**src/rtl/jtframe_db15_reader.sv**
```systemverilog
// Purpose : serial reader for the DB15 dual-joystick adapter. It loads the
//           adapter, shifts in 32 bits per frame and accepts a frame only when
//           two identical frames arrive back to back.
// Latency : a held input reaches the outputs at the end of the second frame
//           that sees it. One frame is (65+GAP)*CLKDIV+1 clk.
// Backpressure: none. The adapter is free-running and the outputs are
//           level-held words plus a one-clk frame_done strobe.
// Ports   : clk/rst_n (sync, active-low); JOY_CLK/JOY_LOAD/JOY_DATA adapter
//           link; joystick1/joystick2 active-high words; present;
//           frame_done.
module jtframe_db15_reader #(
    parameter int CLKDIV = 24,
    parameter int GAP    = 1000
) (
    input  logic        clk,
    input  logic        rst_n,
    output logic        JOY_CLK,
    output logic        JOY_LOAD,
    input  logic        JOY_DATA,
    output logic [15:0] joystick1,
    output logic [15:0] joystick2,
    output logic        present,
    output logic        frame_done
);
    localparam int DW = (CLKDIV > 2) ? $clog2(CLKDIV) : 1;
    localparam int GW = $clog2(GAP + 1);

    typedef enum logic [1:0] {
        ST_LOAD   = 2'd0,
        ST_SHIFT  = 2'd1,
        ST_GAP    = 2'd2,
        ST_UPDATE = 2'd3
    } state_t;

    state_t          state;
    logic [DW-1:0]   div;
    logic            tick;
    logic [1:0]      sync;
    logic [4:0]      bitcnt;
    logic            phase;
    logic [GW-1:0]   gapcnt;
    logic [31:0]     shift;
    logic [31:0]     prev;

    assign tick = (div == DW'(CLKDIV - 1));

    always_ff @(posedge clk) begin
        if (!rst_n) begin
            state      <= ST_LOAD;
            div        <= '0;
            sync       <= 2'b11;
            bitcnt     <= '0;
            phase      <= 1'b0;
            gapcnt     <= '0;
            shift      <= '0;
            prev       <= '0;
            JOY_CLK    <= 1'b0;
            JOY_LOAD   <= 1'b1;
            joystick1  <= '0;
            joystick2  <= '0;
            present    <= 1'b0;
            frame_done <= 1'b0;
        end else begin
            sync       <= {sync[0], JOY_DATA};
            frame_done <= 1'b0;
            div        <= tick ? '0 : div + 1'b1;

            case (state)
                ST_LOAD: begin
                    bitcnt  <= '0;
                    phase   <= 1'b0;
                    JOY_CLK <= 1'b0;
                    if (tick) begin
                        JOY_LOAD <= 1'b1;
                        state    <= ST_SHIFT;
                    end else begin
                        JOY_LOAD <= 1'b0;
                    end
                end
                ST_SHIFT: begin
                    if (tick) begin
                        if (!phase) begin
                            // Sample before the rising edge so the adapter has
                            // had a full low half-period to settle the bit.
                            shift[bitcnt] <= ~sync[1];
                            JOY_CLK       <= 1'b1;
                            phase         <= 1'b1;
                        end else begin
                            JOY_CLK <= 1'b0;
                            phase   <= 1'b0;
                            bitcnt  <= bitcnt + 5'd1;
                            if (bitcnt == 5'd31) begin
                                state  <= ST_GAP;
                                gapcnt <= '0;
                            end
                        end
                    end
                end
                ST_GAP: begin
                    JOY_CLK  <= 1'b0;
                    JOY_LOAD <= 1'b1;
                    if (tick) begin
                        if (gapcnt == GW'(GAP - 1)) begin
                            state <= ST_UPDATE;
                        end else begin
                            gapcnt <= gapcnt + 1'b1;
                        end
                    end
                end
                ST_UPDATE: begin
                    // Runs for one clk regardless of the tick; the divider
                    // restarts so the next LOAD lasts a full tick.
                    div      <= '0;
                    state    <= ST_LOAD;
                    JOY_LOAD <= 1'b0;
                    if (shift == 32'hFFFF_FFFF) begin
                        // Every button reads pressed: adapter absent or line stuck low.
                        joystick1 <= '0;
                        joystick2 <= '0;
                        present   <= 1'b0;
                    end else if (shift == prev) begin
                        joystick1  <= shift[15:0];
                        joystick2  <= shift[31:16];
                        present    <= 1'b1;
                        frame_done <= 1'b1;
                    end else begin
                        prev <= shift;
                    end
                end
                default: state <= ST_LOAD;
            endcase
        end
    end
endmodule
```
**config.mk**
```make
export PLATFORM = sky130hd
export DESIGN_NAME = jtframe_db15_reader
export DESIGN_NICKNAME = d
export VERILOG_FILES = /design/src/rtl/jtframe_db15_reader.sv
export SDC_FILE = /design/constraint.sdc
export NUM_CORES = 1
export LEC_CHECK = 0
export BUFFER_PORTS_ARGS = -buffer_cell sky130_fd_sc_hd__buf_2
export CELL_PAD_IN_SITES_DETAIL_PLACEMENT = 1
export CELL_PAD_IN_SITES_GLOBAL_PLACEMENT = 1
export CORE_MARGIN = 4
export CORE_UTILIZATION = 36
export DETAILED_ROUTE_END_ITERATION = 16
export PLACE_DENSITY_LB_ADDON = 0.1
export SYNTH_ARGS = -nofsm -noshare
export SYNTH_HDL_FRONTEND = slang
export SYNTH_SLANG_ARGS = --single-unit
```
**constraint.sdc**
```tcl
create_clock -name clk -period 3.8 [get_ports clk]
set_clock_uncertainty 0.05 [all_clocks]
set_input_delay 0.19 -clock clk [delete_from_list [all_inputs] [get_ports clk]]
set_output_delay 0.19 -clock clk [all_outputs]
set_load 0.02 [all_outputs]
```
==> impl_metrics.sql, run 1 <==
INSERT INTO impl_metrics (metric_group, metric, value, unit) VALUES
('yosys', 'synth_area_leaders', 'dfxtp_1, and3_1, xor2_1, mux2i_1, nand2_1', ''),
('worst_hold_path', 'hold_depth', '3', ''),
('yosys', 'synth.ff_latch_count', '125', ''),
('global_route', 'number_of_antenna_violations_at_the_first_check_in_global_routing', '0', ''),
('global_route', 'first_global_vias', '5658', ''),
('yosys', 'synth.top_cell.area_share', '40.3', '%'),
('sta', 'timing.max_slew.rel_slack', '23.0', '%'),
('floorplan', 'die_width', '139', 'um'),
('critical_path', 'setup.worst_path.start_class', 'flop', ''),
('yosys', 'synth.largest_area_cell', 'dfxtp_1', ''),
('detailed_routing', 'ant_nets', '0', ''),
('cells_and_area', 'final_core_utilization', '42.1', '%'),
('critical_path', 'ff2ff_setup_slack', '1.09', 'ns'),
('cells_and_area', 'most_common_cell_after_layout_fill_and_taps_aside', 'dfxtp_1', ''),
('critical_path', 'worst_r2r_endpoint', 'prev[11]', ''),
('place', 'dp_hpwl', '12.4', 'mm'),
('sta', 'slew_viol_final', '0', ''),
('critical_path', 'cp-end-kind', 'flop', ''),
('cells_and_area', 'layout_common_cells', 'dfxtp_1, nor2_1, nand2_1', ''),
('place', 'io_buffer_count', '38', ''),
('yosys', 'number_of_synthesized_flops_with_an_enable_pin', '0', ''),
('clock_network', 'tritoncts', 'yes', ''),
('sta', 'finalHoldViolCount', '0', ''),
('yosys', 'synthesis.area', '0.00620', 'sq mm'),
('clock_network', 'cts-resized-gates', '0', ''),
('clock_network', 'postCtsSetupBuffers', '0', ''),
('yosys', 'share_of_the_synthesized_area_in_compound_gates_ao_oa_aoi_oai', '11.4', '%'),
('yosys', 'combinational_family_with_the_most_area_after_synthesis', 'simple AND/OR/NAND/NOR gates', ''),
('power', 'p_leak', '0.00320', 'uW'),
('yosys', 'adder_cell_area_share_of_the_yosys_netlist', '2.42', '%'),
('cells_and_area', 'share_of_final_layout_standard_cells_stronger_than_drive_strength_1', '10.3', '%'),
('place', 'pre_cts_ws', '1.13', 'ns'),
('critical_path', 'worstReg2RegStart', 'shift[29]', ''),
('global_route', 'grt.overflow.total', '0', ''),
('floorplan', 'core_region_area', '0.0168', 'sq mm'),
('cells_and_area', 'final-seq-area', '0.00250', 'sq mm'),
('floorplan', 'die_h', '139', 'um'),
('floorplan', 'initial_core_util', '37.0', '%'),
('yosys', 'netlist_instances', '737', ''),
('sta', 'tightest_slew', '1.15', 'ns'),
('sta', 'rsz0062_at_grt', 'false', ''),
('global_route', 'grt_first_pass_wirelength', '30.4', 'mm'),
('clock_network', 'clock_buffer_count_from_cts', '17', ''),
('outcome', 'outcome', 'finished, final reports clean', ''),
('sta', 'setup_slack', '1.09', 'ns'),
('sta', 'setup_tns', '0', 'ns'),
('cells_and_area', 'multi_input_area', '0.00340', 'sq mm'),
('run', 'drv.max_cap_violation_count', '0', ''),
('cells_and_area', 'final.fill_count', '1977', ''),
('detailed_routing', 'post-route-drc-count', '0', ''),
('detailed_routing', 'drtPass1Iterations', '4', ''),
('clock_network', 'htreeDepth', '4', ''),
('sta', 'final-setup-viol-count', '0', ''),
('critical_path', 'critical_path_peak_fanout', '35', ''),
('cells_and_area', 'n_antenna_cell', '0', ''),
('clock_network', 'worst_skew_pair.late_latency', '0.43', 'ns'),
('clock_network', 'tritoncts_num_sinks', '125', ''),
('floorplan', 'io_pins', '39', ''),
('yosys', 'yosysSeqAreaShare', '40.3', '%'),
('clock_network', 'cts.path.max_buffers', '2', ''),
('clock_network', 'clock-root-buffer', 'clkbuf_16', ''),
('place', 'gp_congestion', '0.785', ''),
('worst_hold_path', 'endpoint_of_the_worst_hold_path', 'prev[7]', ''),
('critical_path', 'timing_worst_setup_path_type', 'flop to flop', ''),
('yosys', 'synth_fp_nets', '752', ''),
('detailed_routing', 'average_wire_length_per_cell_after_detail_routing', '19.0', 'um'),
('yosys', 'yosys.cell_types.count', '41', ''),
('critical_path', 'rr_worst_depth', '7', ''),
('critical_path', 'critPathRequiredTime', '4.03', 'ns'),
('detailed_routing', 'route.detailed.vias_per_inst', '5.60', ''),
('detailed_routing', 'route.vias.total', '5474', '');
[flip-flops by register name (all words and copies together), names as in the netlist]
signal and flops:
JOY_CLK 1, JOY_LOAD 1, bitcnt 5, div 5, frame_done 1, gapcnt 10
joystick1 16, joystick2 16, phase 1, present 1, prev 32, shift 32
state 2, sync 2
[cells by family (layout without fill, tap and decap cells)]
logic type / Yosys count / in the layout
and+or+nand+nor: 363 / 363
DFF: 125 / 125
AOI/OAI and AO/OA: 92 / 92
buffers and inverters: 68 / 89
xor gates and xnor gates: 43 / 43
muxes: 34 / 34
adders and majority gates: 12 / 12
[cell usage after synthesis, drive strengths merged (5+ instances only)]
| cell type | number |
|---|---|
| dfxtp | 125 |
| nand2 | 83 |
| nor2 | 83 |
| and3 | 70 |
| clkbuf | 51 |
| nor4 | 43 |
| nand3 | 41 |
| xor2 | 40 |
| a211oi | 34 |
| mux2i | 34 |
| a211o | 32 |
| nand4 | 20 |
| ha | 12 |
| a21oi | 10 |
| buf | 9 |
| inv | 6 |
| nand2b | 5 |
| o21ai | 5 |
[routing by layer]
layer | share of wire [%] | up-vias | GRT usage [%]
met2 | 47 | 66 | 31.6
met1 | 48 | 2725 | 25.8
met5 | 0 | - | 0
met4 | 1.2 | 0 | 5.30
li1 | - | 2666 | -
met3 | 3.2 | 17 | 4.63
[how the worst max path moves through the flow]
stage	slack, ns	from	depth (start not counted)	to
3_5_place_dp	1.13	shift[29]	7	joystick1[14]
2_1_floorplan	1.72	state[1]	8	gapcnt[7]
5_1_grt	0.98	shift[29]	7	prev[15]
3_3_place_gp	1.18	shift[29]	7	joystick2[4]
6_report	1.09	shift[29]	7	prev[11]
4_1_cts	1.10	shift[29]	7	prev[15]
[area by class of cell]
class,instances,share of cell area (%)
Multi-Input combinational cell,544,48.2
Sequential cell,125,35.5
Clock buffer,22,6.58
Timing Repair Buffer,51,4.15
Tap cell,220,3.90
Clock inverter,8,1.31
Inverter,8,0.426
[worst max-delay path, cell delays in order, from the launching register on]
cell,delay (ns)
dfxtp_1,0.48
xor2_1,0.11
nor4_1,0.66
nand4_1,0.17
buf_4,0.28
o211a_1,0.25
buf_4,0.32
mux2i_1,0.20
[power breakdown]
part	leakage [uW]	internal (uW)	switching, uW
Sequential	0.00101	1320	9.99
Combinational	0.00192	49.2	133
Clock	0.000275	985	584
[stage by stage]
| step | hold WS, ns | instance area [sq um] | cells |
|---|---|---|---|
| after CTS | 0.203 | 7060 | 978 |
| after floorplan | 0.241 | 6200 | 737 |
| final | 0.218 | 7060 | 978 |
| after detailed placement | 0.334 | 6490 | 947 |
| after global placement | 0.334 | 6490 | 947 |
| after global routing | 0.231 | 7060 | 978 |
No activity file was read; power rests on OpenSTA's default activity.
==> run 2, diff against run 1 <==
clock period = 2.7 ns   (was 3.8 ns; I/O delays follow)
==> impl_metrics.sql, run 2 (synthesized netlist as in run 1, its figures left out) <==
INSERT INTO impl_metrics (metric_group, metric, value, unit) VALUES
('global_route', 'grt.overflow.total', '0', ''),
('global_route', 'grt_max_degree', '168', ''),
('cells_and_area', 'n_antenna_cell', '0', ''),
('global_route', 'grt_first_pass_wirelength', '30.6', 'mm'),
('clock_network', 'clock_buffer_count_from_cts', '17', ''),
('sta', 'fin_crit_sh', '90.7', '%'),
('critical_path', 'crit_path_cell_trace', 'nand4_1, nor4_1, nand2_1, buf_4, and3_1, a211o_1', ''),
('worst_hold_path', 'min-delay-path-class', 'input port to flop', ''),
('floorplan', 'die_area', '0.0194', 'sq mm'),
('cells_and_area', 'final_net_count', '773', ''),
('critical_path', 'setup.worst_path.start_class', 'flop', ''),
('detailed_routing', 'route.vias.total', '5504', ''),
('global_route', 'first_global_vias', '5617', ''),
('floorplan', 'core_region_area', '0.0168', 'sq mm'),
('sta', 'setup_tns', '0', 'ns'),
('critical_path', 'crit_path_top_delay_cell', 'dfxtp_1', ''),
('floorplan', 'die_h', '139', 'um'),
('detailed_routing', 'post-route-drc-count', '0', ''),
('critical_path', 'timing_worst_setup_path_type', 'flop to flop', ''),
('sta', 'tightest_slew', '1.13', 'ns'),
('clock_network', 'postCtsSetupBuffers', '0', ''),
('cells_and_area', 'reg.largest.list', 'prev: 32 flops, shift: 32 flops', ''),
('sta', 'timing.fmax', '408', 'MHz'),
('detailed_routing', 'first_iter_violations', '291', ''),
('sta', 'slew_viol_final', '0', ''),
('critical_path', 'critPathRequiredTime', '2.95', 'ns'),
('power', 'vdd_ir_max', '0.000448', 'V'),
('floorplan', 'io_pins', '39', ''),
('cells_and_area', 'final.fill_count', '1981', ''),
('clock_network', 'clkSlewWorstSetupHoldPaths', '0.05', 'ns'),
('clock_network', 'clock-root-buffer', 'clkbuf_16', ''),
('floorplan', 'die_width', '139', 'um'),
('floorplan', 'initial_core_util', '37.0', '%'),
('sta', 'rsz0062_at_grt', 'false', ''),
('floorplan', 'std_cell_rows', '47', ''),
('clock_network', 'tritoncts', 'yes', ''),
('cells_and_area', 'layout_common_cells', 'dfxtp_1, nor2_1, nand2_1', ''),
('clock_network', 'worst_skew_pair.late_latency', '0.41', 'ns'),
('critical_path', 'critPathBufInv', '1', ''),
('global_route', 'number_of_antenna_violations_at_the_first_check_in_global_routing', '0', ''),
('critical_path', 'worst_path_largest_cell_delay', '0.54', 'ns'),
('cells_and_area', 'multi_input_area', '0.00340', 'sq mm'),
('sta', 'finalHoldViolCount', '0', ''),
('cells_and_area', 'final-seq-area', '0.00250', 'sq mm'),
('cells_and_area', 'area_growth', '15.0', '%'),
('outcome', 'outcome', 'finished, final reports clean', ''),
('critical_path', 'critical_path_peak_fanout', '23', ''),
('clock_network', 'tritoncts_num_sinks', '125', ''),
('run', 'drv.max_cap_violation_count', '0', ''),
('cells_and_area', 'final_core_utilization', '42.6', '%'),
('place', 'dp_hpwl', '12.6', 'mm'),
('sta', 'timing.max_slew.rel_slack', '24.9', '%'),
('clock_network', 'htreeDepth', '4', ''),
('clock_network', 'cts.path.max_buffers', '2', ''),
('critical_path', 'cp-end-kind', 'flop', ''),
('cells_and_area', 'share_of_final_layout_standard_cells_stronger_than_drive_strength_1', '11.2', '%'),
('power', 'p_per_area', '587', 'mW/mm^2'),
('sta', 'final-setup-viol-count', '0', ''),
('cells_and_area', 'most_common_cell_after_layout_fill_and_taps_aside', 'dfxtp_1', ''),
('sta', 'min_period', '2.45', 'ns'),
('detailed_routing', 'drtPass1Iterations', '4', ''),
('global_route', 'grtUsageTotal', '19.4', '%'),
('critical_path', 'worst-endpoint-arrival', '2.70', 'ns'),
('critical_path', 'crit_family', 'simple AND/OR/NAND/NOR gates', ''),
('detailed_routing', 'average_wire_length_per_cell_after_detail_routing', '18.6', 'um'),
('detailed_routing', 'route.detailed.vias_per_inst', '5.58', ''),
('place', 'io_buffer_count', '38', ''),
('detailed_routing', 'routed_wl', '18.3', 'mm'),
('detailed_routing', 'ant_nets', '0', ''),
('power', 'p_leak', '0.00325', 'uW'),
('place', 'gp_congestion', '0.787', '');
==> run 2: where the power goes <==
group,switching [uW],internal [uW]
sequential,13.7,1860
combinational,183,77.5
clock,791,1270
total,988,3200
==> run 2: layout make-up <==
| cell class | instances | area share (%) |
|---|---|---|
| timing repair buffer | 62 | 5.79 |
| clock buffer | 25 | 7.09 |
| tap | 220 | 3.86 |
| multi-input combinational | 544 | 47.6 |
| clock inverter | 2 | 0.140 |
| sequential | 125 | 35.1 |
| inverter | 8 | 0.421 |
==> run 2: metal layers <==
layer	vias up	global-route usage (%)	wire [um]
met5	-	0	0
met4	0	4.94	225
met3	20	3.84	455
met2	60	32.3	8710
met1	2737	25.8	8930
li1	2687	-	-
==> run 2: through the flow <==
step	power [uW]	instance area [sq um]	setup WS, ns	cells	hold slack [ns]
floorplan	2100	6200	0.619	737	0.186
global placement	2160	6610	0.308	958	0.267
detailed placement	2170	6610	0.260	958	0.274
CTS	4250	7130	0.239	986	0.183
global route	4360	7130	0.0260	986	0.209
finish	4190	7130	0.250	986	0.184
==> run 2: worst min-delay path, cell delays in order <==
cell	delay, ns
buf_4	0.14
clkinv_1	0.26
a21oi_1	0.06
==> run 2: final timing paths <==
check | start | end | slack, ns | cells past startpoint
worst max-delay path | shift[8] | joystick2[14] | 0.25 | 6
worst min-delay path | rst_n | bitcnt[1] | 0.18 | 3
worst max register to register | shift[8] | joystick2[14] | 0.25 | 6
worst min register to register | sync[0] | sync[1] | 0.36 | 1
==> run 2: repair_timing <==
action,CTS,global route
hold endpoints to repair,1,0
resized for setup,0,0
hold buffers,1,0
==> run 3, diff against run 2 <==
CORE_UTILIZATION = 35   (was 36)
==> impl_metrics.sql, run 3 (synthesized netlist as in run 1, its figures left out) <==
INSERT INTO impl_metrics (metric_group, metric, value, unit) VALUES
('outcome', 'outcome', 'finished, final reports clean', ''),
('power', 'seq_power_share', '41.4', '%'),
('critical_path', 'worst_path_largest_cell_delay', '0.52', 'ns'),
('global_route', 'global_route.usage.met3', '3.26', '%'),
('global_route', 'first_global_vias', '5758', ''),
('cells_and_area', 'final.fill_count', '2054', ''),
('power', 'p_per_area', '625', 'mW/mm^2'),
('detailed_routing', 'route.detailed.vias_per_inst', '5.53', ''),
('critical_path', 'critical_path_peak_fanout', '33', ''),
('cells_and_area', 'multi_input_area', '0.00340', 'sq mm'),
('clock_network', 'tritoncts_num_sinks', '125', ''),
('detailed_routing', 'post-route-drc-count', '0', ''),
('sta', 'timing.max_slew.rel_slack', '55.4', '%'),
('place', 'pre_cts_ws', '0.211', 'ns'),
('global_route', 'grt.overflow.total', '0', ''),
('floorplan', 'die_width', '141', 'um'),
('sta', 'min_period', '2.39', 'ns'),
('detailed_routing', 'first_iter_violations', '323', ''),
('sta', 'final-setup-viol-count', '0', ''),
('global_route', 'globalRouteMet1Util', '24.6', '%'),
('run', 'drv.max_cap_violation_count', '0', ''),
('floorplan', 'initial_core_util', '35.7', '%'),
('place', 'io_buffer_count', '38', ''),
('cells_and_area', 'n_antenna_cell', '0', ''),
('sta', 'setup_tns', '0', 'ns'),
('sta', 'rsz0062_at_grt', 'false', ''),
('global_route', 'grt_first_pass_wirelength', '30.8', 'mm'),
('global_route', 'grt_max_degree', '72', ''),
('clock_network', 'clock_buffer_count_from_cts', '17', ''),
('worst_hold_path', 'min-delay-path-class', 'input port to flop', ''),
('power', 'vdd_ir_max', '0.000440', 'V'),
('cells_and_area', 'share_of_final_layout_standard_cells_stronger_than_drive_strength_1', '12.2', '%'),
('sta', 'fin_crit_sh', '88.4', '%'),
('global_route', 'grtUsageTotal', '19.2', '%'),
('detailed_routing', 'route.vias.total', '5537', ''),
('cells_and_area', 'postLayoutCellArea', '0.00724', 'sq mm'),
('sta', 'tightest_slew', '0.669', 'ns'),
('detailed_routing', 'average_wire_length_per_cell_after_detail_routing', '18.4', 'um'),
('clock_network', 'cts.path.max_buffers', '2', ''),
('detailed_routing', 'ant_nets', '0', ''),
('sta', 'setup_slack', '0.314', 'ns'),
('detailed_routing', 'drtPass1Iterations', '5', ''),
('detailed_routing', 'routed_wl', '18.4', 'mm'),
('sta', 'timing.fmax', '419', 'MHz'),
('power', 'clockPowerShare', '53.1', '%'),
('critical_path', 'setup.worst_path.start_class', 'flop', ''),
('global_route', 'grt.met2_usage', '32.5', '%'),
('critical_path', 'worst-endpoint-arrival', '2.64', 'ns'),
('cells_and_area', 'layout_common_cells', 'dfxtp_1, nor2_1, nand2_1', ''),
('cells_and_area', 'area_growth', '16.7', '%'),
('clock_network', 'hold_buffers_post_cts', '1', ''),
('global_route', 'top_usage_layer', 'met2', ''),
('clock_network', 'clock-root-buffer', 'clkbuf_16', ''),
('clock_network', 'tritoncts', 'yes', ''),
('sta', 'finalHoldViolCount', '0', ''),
('critical_path', 'cp-end-kind', 'flop', ''),
('cells_and_area', 'final-seq-area', '0.00250', 'sq mm'),
('floorplan', 'std_cell_rows', '48', ''),
('place', 'post_dp_cell_area', '0.00662', 'sq mm'),
('power', 'fraction_of_power_consumed_by_combinational_cells', '5.5', '%'),
('cells_and_area', 'most_common_cell_after_layout_fill_and_taps_aside', 'dfxtp_1', ''),
('place', 'gp_congestion', '0.833', ''),
('critical_path', 'crit_path_top_delay_cell', 'dfxtp_1', ''),
('power', 'p_leak', '0.00331', 'uW'),
('place', 'dp_hpwl', '12.3', 'mm'),
('cells_and_area', 'final_net_count', '778', ''),
('floorplan', 'die_area', '0.0199', 'sq mm'),
('clock_network', 'cts-resized-gates', '0', ''),
('critical_path', 'crit_path_cell_trace', 'xor2_1, nor4_1, nand4_1, or2_1, buf_4, a211o_1', ''),
('power', 'netSwitchingFraction', '22.6', '%'),
('floorplan', 'die_h', '141', 'um'),
('global_route', 'number_of_antenna_violations_at_the_first_check_in_global_routing', '0', ''),
('clock_network', 'clkSlewWorstSetupHoldPaths', '0.06', 'ns'),
('floorplan', 'core_region_area', '0.0174', 'sq mm'),
('critical_path', 'timing_worst_setup_path_type', 'flop to flop', ''),
('power', 'power.switching', '1020', 'uW'),
('power', 'power_report.internal_total', '3500', 'uW'),
('clock_network', 'worst_skew_pair.late_latency', '0.42', 'ns'),
('floorplan', 'io_pins', '39', ''),
('sta', 'slew_viol_final', '0', ''),
('clock_network', 'postCtsSetupBuffers', '0', ''),
('cells_and_area', 'reg.largest.list', 'prev: 32 flops, shift: 32 flops', ''),
('sta', 'whs', '0.121', 'ns'),
('critical_path', 'critPathRequiredTime', '2.95', 'ns'),
('clock_network', 'htreeDepth', '4', '');
## run 3: changes by cell type in the layout (fill, tap and decap cells not counted), sizes merged
cell,previous run,this run
bufinv,0,3
clkbuf,25,26
buf,61,66
clkinv,4,5
## run 3: cell type report
class	count	area share, %
Clock buffer	26	7.03
Clock inverter	6	1.45
Inverter	8	0.415
Multi-Input combinational cell	544	46.9
Sequential cell	125	34.6
Tap cell	225	3.89
Timing Repair Buffer	67	5.70
## run 3: final timing paths
| path | startpoint | endpoint | slack [ns] | cells past startpoint |
|---|---|---|---|---|
| worst min-delay path | rst_n | present | 0.12 | 2 |
| worst max-delay path | shift[25] | joystick2[5] | 0.31 | 6 |
| worst max register to register | shift[25] | joystick2[5] | 0.31 | 6 |
| worst min register to register | sync[0] | sync[1] | 0.37 | 1 |
## run 3: per-stage QoR
stage | power [uW] | cells | utilization, %
after CTS | 4590 | 1001 | 41.7
after detailed placement | 2160 | 968 | 38.1
after floorplan | 2100 | 737 | -
after global placement | 2150 | 968 | 38.1
final | 4520 | 1001 | 41.7
after global routing | 4700 | 1001 | 41.7
## run 3: power groups by stage
stage          clock network, uW  logic [uW]  registers (uW)
2_1_floorplan                  0         186            1910
5_1_grt                     2550         278            1880
3_3_place_gp                   0         239            1910
6_report                    2400         247            1870
3_5_place_dp                   0         245            1910
4_1_cts                     2460         250            1870
## run 3: per-layer routing
layer / vias up / part of all wire [%]
li1: 2702 / -
met1: 2732 / 47
met2: 81 / 48
met3: 22 / 2.9
met4: 0 / 1.7
met5: - / 0
## run 3: critical path, delay by kind of cell, from the launching register on
family          cells  cell delay (ns)
buf+inv             1             0.25
flops               1             0.52
compound gates      1             0.30
xor+xnor            1             0.12
simple gates        3             1.01
